**src/rtl/ir_cmd_ctrl_if.sv**
```systemverilog
// Receiver-to-controller strobes and the controller-to-consumer command handshake.
interface ir_cmd_ctrl_if;
    logic        frame_valid;
    logic [31:0] frame;
    logic        repeat_valid;
    logic        cmd_valid;
    logic        cmd_ready;
    logic [7:0]  cmd_addr;
    logic [7:0]  cmd_code;
    logic        cmd_repeat;

    modport master (
        output frame_valid, frame, repeat_valid, cmd_ready,
        input  cmd_valid, cmd_addr, cmd_code, cmd_repeat
    );

    modport slave (
        input  frame_valid, frame, repeat_valid, cmd_ready,
        output cmd_valid, cmd_addr, cmd_code, cmd_repeat
    );
endinterface

```
**src/rtl/ir_cmd_ctrl.sv**
```systemverilog
// NEC command controller: frame validation, key-hold tracking with rate-divided
// auto-repeat, and a first-word-fall-through command FIFO.
module ir_cmd_ctrl #(
    parameter int HOLD_TIMEOUT_CYCLES = 12_000_000,
    parameter int REPEAT_DIV          = 2,
    parameter int FIFO_DEPTH          = 4
) (
    input  logic          clk,
    input  logic          rst,
    ir_cmd_ctrl_if.slave  bus,
    output logic          key_held,
    output logic          key_release,
    output logic [7:0]    err_cnt,
    output logic [7:0]    drop_cnt
);
    localparam int TMR_W = $clog2(HOLD_TIMEOUT_CYCLES + 1);
    localparam int PTR_W = (FIFO_DEPTH > 1) ? $clog2(FIFO_DEPTH) : 1;
    localparam int CNT_W = PTR_W + 1;

    typedef enum logic {IDLE, HELD} state_t;

    state_t             state_q, state_d;
    logic [TMR_W-1:0]   timer_q, timer_d;
    logic [7:0]         rpt_cnt_q, rpt_cnt_d;
    logic [7:0]         last_addr_q, last_addr_d;
    logic [7:0]         last_cmd_q, last_cmd_d;
    logic [7:0]         err_cnt_q, err_cnt_d;
    logic [7:0]         drop_cnt_q;
    logic               release_q, release_d;
    logic               push;
    logic [16:0]        push_data;
    logic               frame_ok;

    logic [16:0]        mem [FIFO_DEPTH];
    logic [PTR_W-1:0]   wr_ptr_q, rd_ptr_q;
    logic [CNT_W-1:0]   count_q;
    logic               pop, push_ok, fifo_full;

    assign frame_ok = (bus.frame[15:8] == ~bus.frame[7:0]) &&
                      (bus.frame[31:24] == ~bus.frame[23:16]);

    always_ff @(posedge clk) begin
        if (rst) begin
            state_q     <= IDLE;
            timer_q     <= '0;
            rpt_cnt_q   <= '0;
            err_cnt_q   <= '0;
            release_q   <= 1'b0;
            last_addr_q <= '0;
            last_cmd_q  <= '0;
        end else begin
            state_q     <= state_d;
            timer_q     <= timer_d;
            rpt_cnt_q   <= rpt_cnt_d;
            err_cnt_q   <= err_cnt_d;
            release_q   <= release_d;
            last_addr_q <= last_addr_d;
            last_cmd_q  <= last_cmd_d;
        end
    end

    // A frame always wins over a repeat strobe arriving in the same cycle.
    always_comb begin
        state_d     = state_q;
        timer_d     = timer_q;
        rpt_cnt_d   = rpt_cnt_q;
        last_addr_d = last_addr_q;
        last_cmd_d  = last_cmd_q;
        err_cnt_d   = err_cnt_q;
        release_d   = 1'b0;
        push        = 1'b0;
        push_data   = '0;
        if (bus.frame_valid) begin
            timer_d = '0;
            if (frame_ok) begin
                push        = 1'b1;
                push_data   = {1'b0, bus.frame[7:0], bus.frame[23:16]};
                last_addr_d = bus.frame[7:0];
                last_cmd_d  = bus.frame[23:16];
                rpt_cnt_d   = '0;
                state_d     = HELD;
            end else begin
                if (err_cnt_q != 8'hFF) err_cnt_d = err_cnt_q + 8'd1;
                state_d = IDLE;
            end
        end else if (state_q == HELD) begin
            if (bus.repeat_valid) begin
                timer_d = '0;
                if (rpt_cnt_q == 8'(REPEAT_DIV - 1)) begin
                    push      = 1'b1;
                    push_data = {1'b1, last_addr_q, last_cmd_q};
                    rpt_cnt_d = '0;
                end else begin
                    rpt_cnt_d = rpt_cnt_q + 8'd1;
                end
            end else if (timer_q == TMR_W'(HOLD_TIMEOUT_CYCLES - 1)) begin
                timer_d   = '0;
                state_d   = IDLE;
                release_d = 1'b1;
            end else begin
                timer_d = timer_q + TMR_W'(1);
            end
        end
    end

    assign fifo_full = (count_q == CNT_W'(FIFO_DEPTH));
    assign pop       = (count_q != '0) && bus.cmd_ready;
    assign push_ok   = push && (!fifo_full || pop);

    always_ff @(posedge clk) begin
        if (rst) begin
            wr_ptr_q   <= '0;
            rd_ptr_q   <= '0;
            count_q    <= '0;
            drop_cnt_q <= '0;
        end else begin
            if (push_ok) wr_ptr_q <= wr_ptr_q + PTR_W'(1);
            if (pop)     rd_ptr_q <= rd_ptr_q + PTR_W'(1);
            if (push_ok && !pop)      count_q <= count_q + CNT_W'(1);
            else if (pop && !push_ok) count_q <= count_q - CNT_W'(1);
            if (push && !push_ok && drop_cnt_q != 8'hFF) drop_cnt_q <= drop_cnt_q + 8'd1;
        end
    end

    // Storage carries data only; validity comes from count_q.
    always_ff @(posedge clk) begin
        if (push_ok) mem[wr_ptr_q] <= push_data;
    end

    assign bus.cmd_valid  = (count_q != '0);
    assign bus.cmd_repeat = bus.cmd_valid ? mem[rd_ptr_q][16]   : 1'b0;
    assign bus.cmd_addr   = bus.cmd_valid ? mem[rd_ptr_q][15:8] : 8'h00;
    assign bus.cmd_code   = bus.cmd_valid ? mem[rd_ptr_q][7:0]  : 8'h00;

    assign key_held    = (state_q == HELD);
    assign key_release = release_q;
    assign err_cnt     = err_cnt_q;
    assign drop_cnt    = drop_cnt_q;
endmodule

```
**src/flat_wrapper.sv**
```systemverilog
// flat-port wrapper written by rule: the top's interface ports become plain ports
module ir_cmd_ctrl_flat 
#(
    parameter int HOLD_TIMEOUT_CYCLES = 12_000_000,
    parameter int REPEAT_DIV          = 2,
    parameter int FIFO_DEPTH          = 4
)
  (clk, rst, key_held, key_release, err_cnt, drop_cnt, bus_frame_valid, bus_frame, bus_repeat_valid, bus_cmd_ready, bus_cmd_valid, bus_cmd_addr, bus_cmd_code, bus_cmd_repeat);
  ir_cmd_ctrl_if bus_i ();
  input  logic clk;
  input  logic rst;
  output logic key_held;
  output logic key_release;
  output logic [7:0] err_cnt;
  output logic [7:0] drop_cnt;
  input wire logic [$bits(bus_i.frame_valid)-1:0] bus_frame_valid;
  input wire logic [$bits(bus_i.frame)-1:0] bus_frame;
  input wire logic [$bits(bus_i.repeat_valid)-1:0] bus_repeat_valid;
  input wire logic [$bits(bus_i.cmd_ready)-1:0] bus_cmd_ready;
  output wire logic [$bits(bus_i.cmd_valid)-1:0] bus_cmd_valid;
  output wire logic [$bits(bus_i.cmd_addr)-1:0] bus_cmd_addr;
  output wire logic [$bits(bus_i.cmd_code)-1:0] bus_cmd_code;
  output wire logic [$bits(bus_i.cmd_repeat)-1:0] bus_cmd_repeat;
  assign bus_i.frame_valid = bus_frame_valid;
  assign bus_i.frame = bus_frame;
  assign bus_i.repeat_valid = bus_repeat_valid;
  assign bus_i.cmd_ready = bus_cmd_ready;
  assign bus_cmd_valid = bus_i.cmd_valid;
  assign bus_cmd_addr = bus_i.cmd_addr;
  assign bus_cmd_code = bus_i.cmd_code;
  assign bus_cmd_repeat = bus_i.cmd_repeat;
  ir_cmd_ctrl #(.HOLD_TIMEOUT_CYCLES(HOLD_TIMEOUT_CYCLES), .REPEAT_DIV(REPEAT_DIV), .FIFO_DEPTH(FIFO_DEPTH)) u_core (.clk(clk), .rst(rst), .bus(bus_i), .key_held(key_held), .key_release(key_release), .err_cnt(err_cnt), .drop_cnt(drop_cnt));
endmodule
```
**config.mk**
```make
export PLATFORM = sky130hd
export DESIGN_NAME = ir_cmd_ctrl_flat
export DESIGN_NICKNAME = d
export VERILOG_FILES = /design/src/rtl/ir_cmd_ctrl_if.sv /design/src/rtl/ir_cmd_ctrl.sv /design/src/flat_wrapper.sv
export SDC_FILE = /design/constraint.sdc
export NUM_CORES = 1
export LEC_CHECK = 0
export BUFFER_PORTS_ARGS = -buffer_cell sky130_fd_sc_hd__buf_2
export CAP_MARGIN = 30
export CORE_MARGIN = 2
export CORE_UTILIZATION = 55
export CTS_CLUSTER_SIZE = 10
export DETAILED_ROUTE_END_ITERATION = 10
export PLACE_DENSITY = 0.77
export SLEW_MARGIN = 20
export SYNTH_ARGS = -nofsm -noshare
export SYNTH_HDL_FRONTEND = slang
export SYNTH_SLANG_ARGS = --single-unit
```
**constraint.sdc**
```tcl
create_clock -name clk -period 3.55 [get_ports clk]
set_input_delay 0.5325 -clock clk [delete_from_list [all_inputs] [get_ports clk]]
set_output_delay 0.5325 -clock clk [all_outputs]
set_load 0.01 [all_outputs]
```
==> results of run 1 <==
[placed cells by master (no fill, tap or decap), drive strengths merged, types with 2 or more instances in the layout]
cell / instances
dfxtp: 75
nor4b: 3
nand3b: 4
a211oi: 3
o21ai: 17
or4b: 3
inv: 18
nor2: 39
a21oi: 46
a311oi: 13
nand2: 108
and2: 25
nor3: 8
o31ai: 4
bufinv: 2
clkinvlp: 2
xor2: 21
or3: 7
and3: 4
mux4: 17
or4: 5
edfxtp: 68
mux2i: 4
clkinv: 6
a31o: 2
nor2b: 5
a41oi: 5
nand3: 18
nand4: 9
mux2: 4
o211a: 3
ha: 10
and4: 4
nor4: 7
clkbuf: 18
buf: 86
a31oi: 7
[power by group through the flow]
stage,Combinational (mW),Clock (mW),Sequential (mW)
after floorplan,0.593,0,1.79
after global placement,0.895,0,1.80
after detailed placement,0.905,0,1.80
after CTS,0.914,1.73,1.77
after global routing,0.982,1.80,1.77
final,0.901,1.71,1.77
[per-layer routing]
layer  up-vias  routed length, um
met5         -                  0
met4         0                246
met3        24                715
met2       151               7200
met1      2362               5980
li1       2356                  -
[cell families after synthesis]
kind of cell             count (synthesis)  share of synthesized area
AND/OR/NAND/NOR                        253                      0.194
adder cells (fa/ha/maj)                 11                     0.0226
multiplexers                            25                     0.0729
buffers and inverters                   42                     0.0252
flip-flops                             143                      0.552
AO/OA/AOI/OAI                          104                      0.103
XOR/XNOR                                22                     0.0300
[worst paths after layout]
| path | cells past startpoint | end |
|---|---|---|
| setup / recovery | 12 | u_core.count_q[2]$_SDFFE_PP0P_ |
| setup reg to reg | 12 | u_core.count_q[2]$_SDFFE_PP0P_ |
| hold / removal | 3 | u_core.last_addr_q[5]$_SDFFE_PP0P_ |
| hold reg to reg | 2 | u_core.last_cmd_q[0]$_SDFFE_PP0P_ |
[stage by stage]
step	area, um^2	util	worst slack [ns]	cells
2_1_floorplan	6420	-	0.630	600
3_3_place_gp	6950	0.609	0.477	801
3_5_place_dp	6950	0.609	0.403	801
4_1_cts	7520	0.659	0.824	833
5_1_grt	7520	0.659	0.582	833
6_report	7520	0.659	0.835	833
[sequential cells by signal (all words and copies together) (netlist names), 2 cells and up, named ones only]
name and count:
u_core.mem 68, u_core.timer_q 24, u_core.drop_cnt 8, u_core.err_cnt 8, u_core.last_addr_q 8, u_core.last_cmd_q 8, u_core.rpt_cnt_q 8, u_core.count_q 3
u_core.rd_ptr_q 2, u_core.wr_ptr_q 2
[final cells by class]
type | count | share of cell area
inverter | 14 | 0.00699
tap | 143 | 0.0238
multi-input combinational | 415 | 0.361
timing repair buffer | 86 | 0.0619
sequential | 143 | 0.471
clock buffer | 18 | 0.0571
clock inverter | 14 | 0.0186
[worst max-delay path: stages]
cell and delay [ns]:
buf_2 0.11, xor2_1 0.29, nand4_1 0.21, nor4_4 0.43, a21oi_2 0.11, nor2_1 0.14
ha_1 0.20, inv_1 0.06, fa_1 0.38, xor2_1 0.16, or3_1 0.30, a21oi_1 0.14
==> results.yml, run 1 <==
pwr:
  p_leak_nw: 2.74
  p_switching_mw: 1.17
  peakVddDrop_v: 0.000403
  total_power_mw: 4.38
  clockPowerShare: 0.391
  powerDensity_mw_per_mm2: 583
  switching_share: 0.266
  power_frac_comb: 0.206
  seqPwrFrac: 0.404
  internal-power_mw: 3.21
synth:
  netlist_area_mm2: 0.00642
  yosysSeqAreaShare: 0.552
  ys_ff_latch: 143
  netlist_instances: 600
  avgSynthCellArea_um2: 10.7
  synth_top_cell_by_area: "edfxtp_1"
  synth_nets: 648
  synthArstFlopShare: 0
  synthFlopType: "dfxtp_1"
  synthTopCellsByArea: "edfxtp_1 32%, dfxtp_1 23%, nand2_1 6.3%, mux4_2 6.0%, a21oi_1 3.5%"
  synth_edf_count: 68
  synth_most_common_cell: "nand2_1"
  yosysWarnings: 0
  synth_commonest_cells: "108 x nand2_1, 75 x dfxtp_1, 68 x edfxtp_1"
  ys_types: 51
  netlist.area_leader.share: 0.318
timing:
  finalCritPeriodShare: 0.765
  relSlewSlack: 0.398
  setup_viol: 0
  finalHoldViolCount: 0
  max_freq_mhz: 368
  rsz0062_at_grt: "false"
  drv_slew: 0
  finalCriticalPeriod_ns: 2.72
  tightestPinTransition_ns: 0.901
  fin_tns_setup_ns: 0
  skew_ns: 0.00670
  whs_ns: 0.405
floorplan:
  row_count: 39
  die_area_mm2: 0.0125
  die_h_um: 112
  core_area_mm2: 0.0114
  initial_core_util: 0.562
  die_x_um: 112
  ioPinCount: 73
min_path:
  min_from: "bus_frame[5]"
  holdCritPathClass: "in2reg"
setup_path:
  reg2reg_from: "u_core.rpt_cnt_q[0]$_SDFFE_PP0P_"
  arrival_ns: 3.06
  cp-start-kind: "input port"
  worstPathRequired_ns: 3.90
  crit_path_start: "bus_frame[2]"
  crit_fanout: 2
  rrSetupSlack_ns: 0.83
  crit_path_end_kind: "flop"
  critical_path_class: "in2reg"
drt:
  vias_per_cell: 5.87
  first_pass_iters: 5
  drc: 0
  ant_nets: 0
  routed_wl_um: 14100
  wire_per_inst_um: 17.0
  drt_iter0_markers: 307
  dr_total_vias: 4893
clock_tree:
  cts_setup_buffers: 0
  clk_latency_ns: 0.42
  cts_tree: "done"
  cts_root_buffer: "clkbuf_16"
  post_cts_resized: 0
  cts.sinks: 143
  clk_path_buf_depth: 2
  clk_pin_slew_worst_paths_ns: 0.06
  clock_tree.htree_level_count: 4
  cts_buffers: 17
  hold_buffers: 0
status:
  status: "complete, no violations"
global_routing:
  grt_pass1_vias: 4837
  antenna_found_initial: 0
  top_usage_layer: "met2"
  grt_max_degree: 45
  grt_pass1_wl_um: 23400
  met3_usage: 0.0529
  grt.met2_usage: 0.413
  globalRouteOverflowTotal: 0
  use_met1: 0.289
  gr-usage-all-layers: 0.236
final_layout:
  n_fill_cell: 870
  layout-drive-gt1-share: 0.210
  multi_input_area_mm2: 0.00271
  diodes: 0
  areaGrowthSynthToFinish_pct: 17.2
  nets: 725
  seqCellArea_mm2: 0.00354
flow_run:
  max_cap_viol_count: 0
placed_design:
  hpwl_um: 9290
  finalWeightedCongestion: 0.828
  numPortBuffers: 72
Note: power is estimated with default switching activity, not from simulation.
==> run 2: changes to the inputs <==
==> constraint.sdc (replaced) <==
create_clock -name clk -period 2.7 [get_ports clk]
set_input_delay 0.405 -clock clk [delete_from_list [all_inputs] [get_ports clk]]
set_output_delay 0.405 -clock clk [all_outputs]
set_load 0.01 [all_outputs]
==> run 2 against run 1 <==
Compared with the run above: routed wire length is 4.9% higher; register-to-register slack worse by 0.59 ns; clock-buffer cell count stayed put; clock power is 37% higher; combinational power is 38% higher; clock skew is 0.00095 ns higher; die area stayed put; cell area is 2.9% higher; power is 35% higher; critical path type unchanged; largest cell class unchanged.
==> results.yml, run 2 (synthesized netlist as in run 1, its figures left out) <==
final_layout:
  largest_register_ffs: 68
  layout-drive-gt1-share: 0.238
  final_common_cell: "nand2_1"
  largest_register: "u_core.mem"
  nets: 743
  post-route-util: 0.678
  areaGrowthSynthToFinish_pct: 20.6
  stdcell_count: 850
  top_regs: "u_core.mem (68), u_core.timer_q (24)"
  diodes: 0
  finish.instance_area_mm2: 0.00774
  mostFrequentLayoutCells: "108 x nand2_1, 75 x dfxtp_1, 72 x buf_2, 68 x edfxtp_1, 45 x a21oi_1"
setup_path:
  crit_path_frequent_cell: "xor2_1"
  critical_path_class: "in2reg"
  crit_fanout: 2
  cp-start-kind: "input port"
  worstPathRequired_ns: 3.04
  crit_chain: "buf_2, xor2_1, nand4_1, nor4_4, a21oi_2, nor2_2, ha_1, inv_1, fa_1, xor2_1, or3_1, a21oi_1"
  cpPeakStageDelay_ns: 0.38
  arrival_ns: 2.86
  crit_path_end_kind: "flop"
  slowest_stage: "fa_1"
placed_design:
  numPortBuffers: 72
  hpwl_um: 9560
  place_inst: 819
  finalWeightedCongestion: 0.790
  post_dp_cell_area_mm2: 0.00714
clock_tree:
  cts_root_buffer: "clkbuf_16"
  cts.sinks: 143
  clk_latency_ns: 0.42
  clk_path_buf_depth: 2
  clk_pin_slew_worst_paths_ns: 0.06
  post_cts_resized: 0
  hold_buffers: 0
  cts_buffers: 17
  clock_tree.htree_level_count: 4
  cts_setup_buffers: 0
  cts_tree: "done"
floorplan:
  die_x_um: 112
  initial_core_util: 0.562
  row_count: 39
  die_area_mm2: 0.0125
  die_h_um: 112
  core_area_mm2: 0.0114
  ioPinCount: 73
flow_run:
  max_cap_viol_count: 0
global_routing:
  globalRouteOverflowTotal: 0
  antenna_found_initial: 0
  grt_max_degree: 45
  gr-usage-all-layers: 0.243
  grt_pass1_vias: 4947
  grt_pass1_wl_um: 24100
timing:
  relSlewSlack: 0.457
  finalCritPeriodShare: 0.932
  tightestPinTransition_ns: 0.815
  skew_ns: 0.00765
  drv_slew: 0
  whs_ns: 0.304
  rsz0062_at_grt: "false"
  finalHoldViolCount: 0
  max_freq_mhz: 397
  finalCriticalPeriod_ns: 2.52
  setup_viol: 0
pwr:
  p_leak_nw: 2.85
  powerDensity_mw_per_mm2: 763
  total_power_mw: 5.91
  peakVddDrop_v: 0.000687
drt:
  vias_per_cell: 5.92
  ant_nets: 0
  drc: 0
  dr_total_vias: 5034
  routed_wl_um: 14800
  wire_per_inst_um: 17.4
  first_pass_iters: 5
  drt_iter0_markers: 342
min_path:
  holdCritPathClass: "in2reg"
status:
  status: "complete, no violations"
-- run 2: changes by cell type in the layout (fill, tap and decap cells not counted), sizes merged --
| cell | change |
|---|---|
| clkinvlp | +1 |
| bufinv | +1 |
| inv | -2 |
| buf | +18 |
| clkinv | -1 |
-- run 2: metal layers --
metal	track usage	vias up	routed length, um
li1	-	2386	-
met1	0.305	2412	6140
met2	0.413	210	7370
met3	0.0529	26	1070
met4	0.0992	0	254
met5	0	-	0
-- run 2: final cells by class --
class | instances | area, um^2
clock buffers | 18 | 429
clock inverters | 13 | 163
fillers | 847 | 3680
inverters | 14 | 52.6
multi-input cells | 415 | 2720
flip-flops and latches | 143 | 3540
well taps | 143 | 179
repair buffers | 104 | 651
-- run 2: metrics by stage --
step | setup WS (ns) | TNS (ns)
5_1_grt | 0.0414 | 0
3_5_place_dp | -0.207 | -0.207
3_3_place_gp | -0.127 | -0.127
6_report | 0.184 | 0
2_1_floorplan | 0.00895 | 0
4_1_cts | 0.118 | 0
-- run 2: path summary, 6_finish.rpt --
check	start	endpoint	slack, ns	cells after the start
min	bus_frame[17]	u_core.last_cmd_q[1]$_SDFFE_PP0P_	0.30	3
min reg2reg	u_core.last_addr_q[1]$_SDFFE_PP0P_	u_core.last_addr_q[1]$_SDFFE_PP0P_	0.46	2
max	bus_frame[17]	u_core.count_q[2]$_SDFFE_PP0P_	0.18	12
max reg2reg	u_core.rpt_cnt_q[1]$_SDFFE_PP0P_	u_core.count_q[2]$_SDFFE_PP0P_	0.24	13
-- run 2: critical path, delay by kind of cell --
family	cells	cell delay, ns
compound gates	2	0.26
simple gates	4	0.99
xor+xnor	2	0.46
fa+ha+maj	2	0.57
buf+inv	2	0.18
-- run 2: report_power, final --
group | internal, mW | leakage [nW] | switching, mW
registers | 2.29 | 1.23 | 0.0324
clock network | 1.45 | 0.283 | 0.904
logic | 0.610 | 1.34 | 0.627
total | 4.35 | 2.85 | 1.56
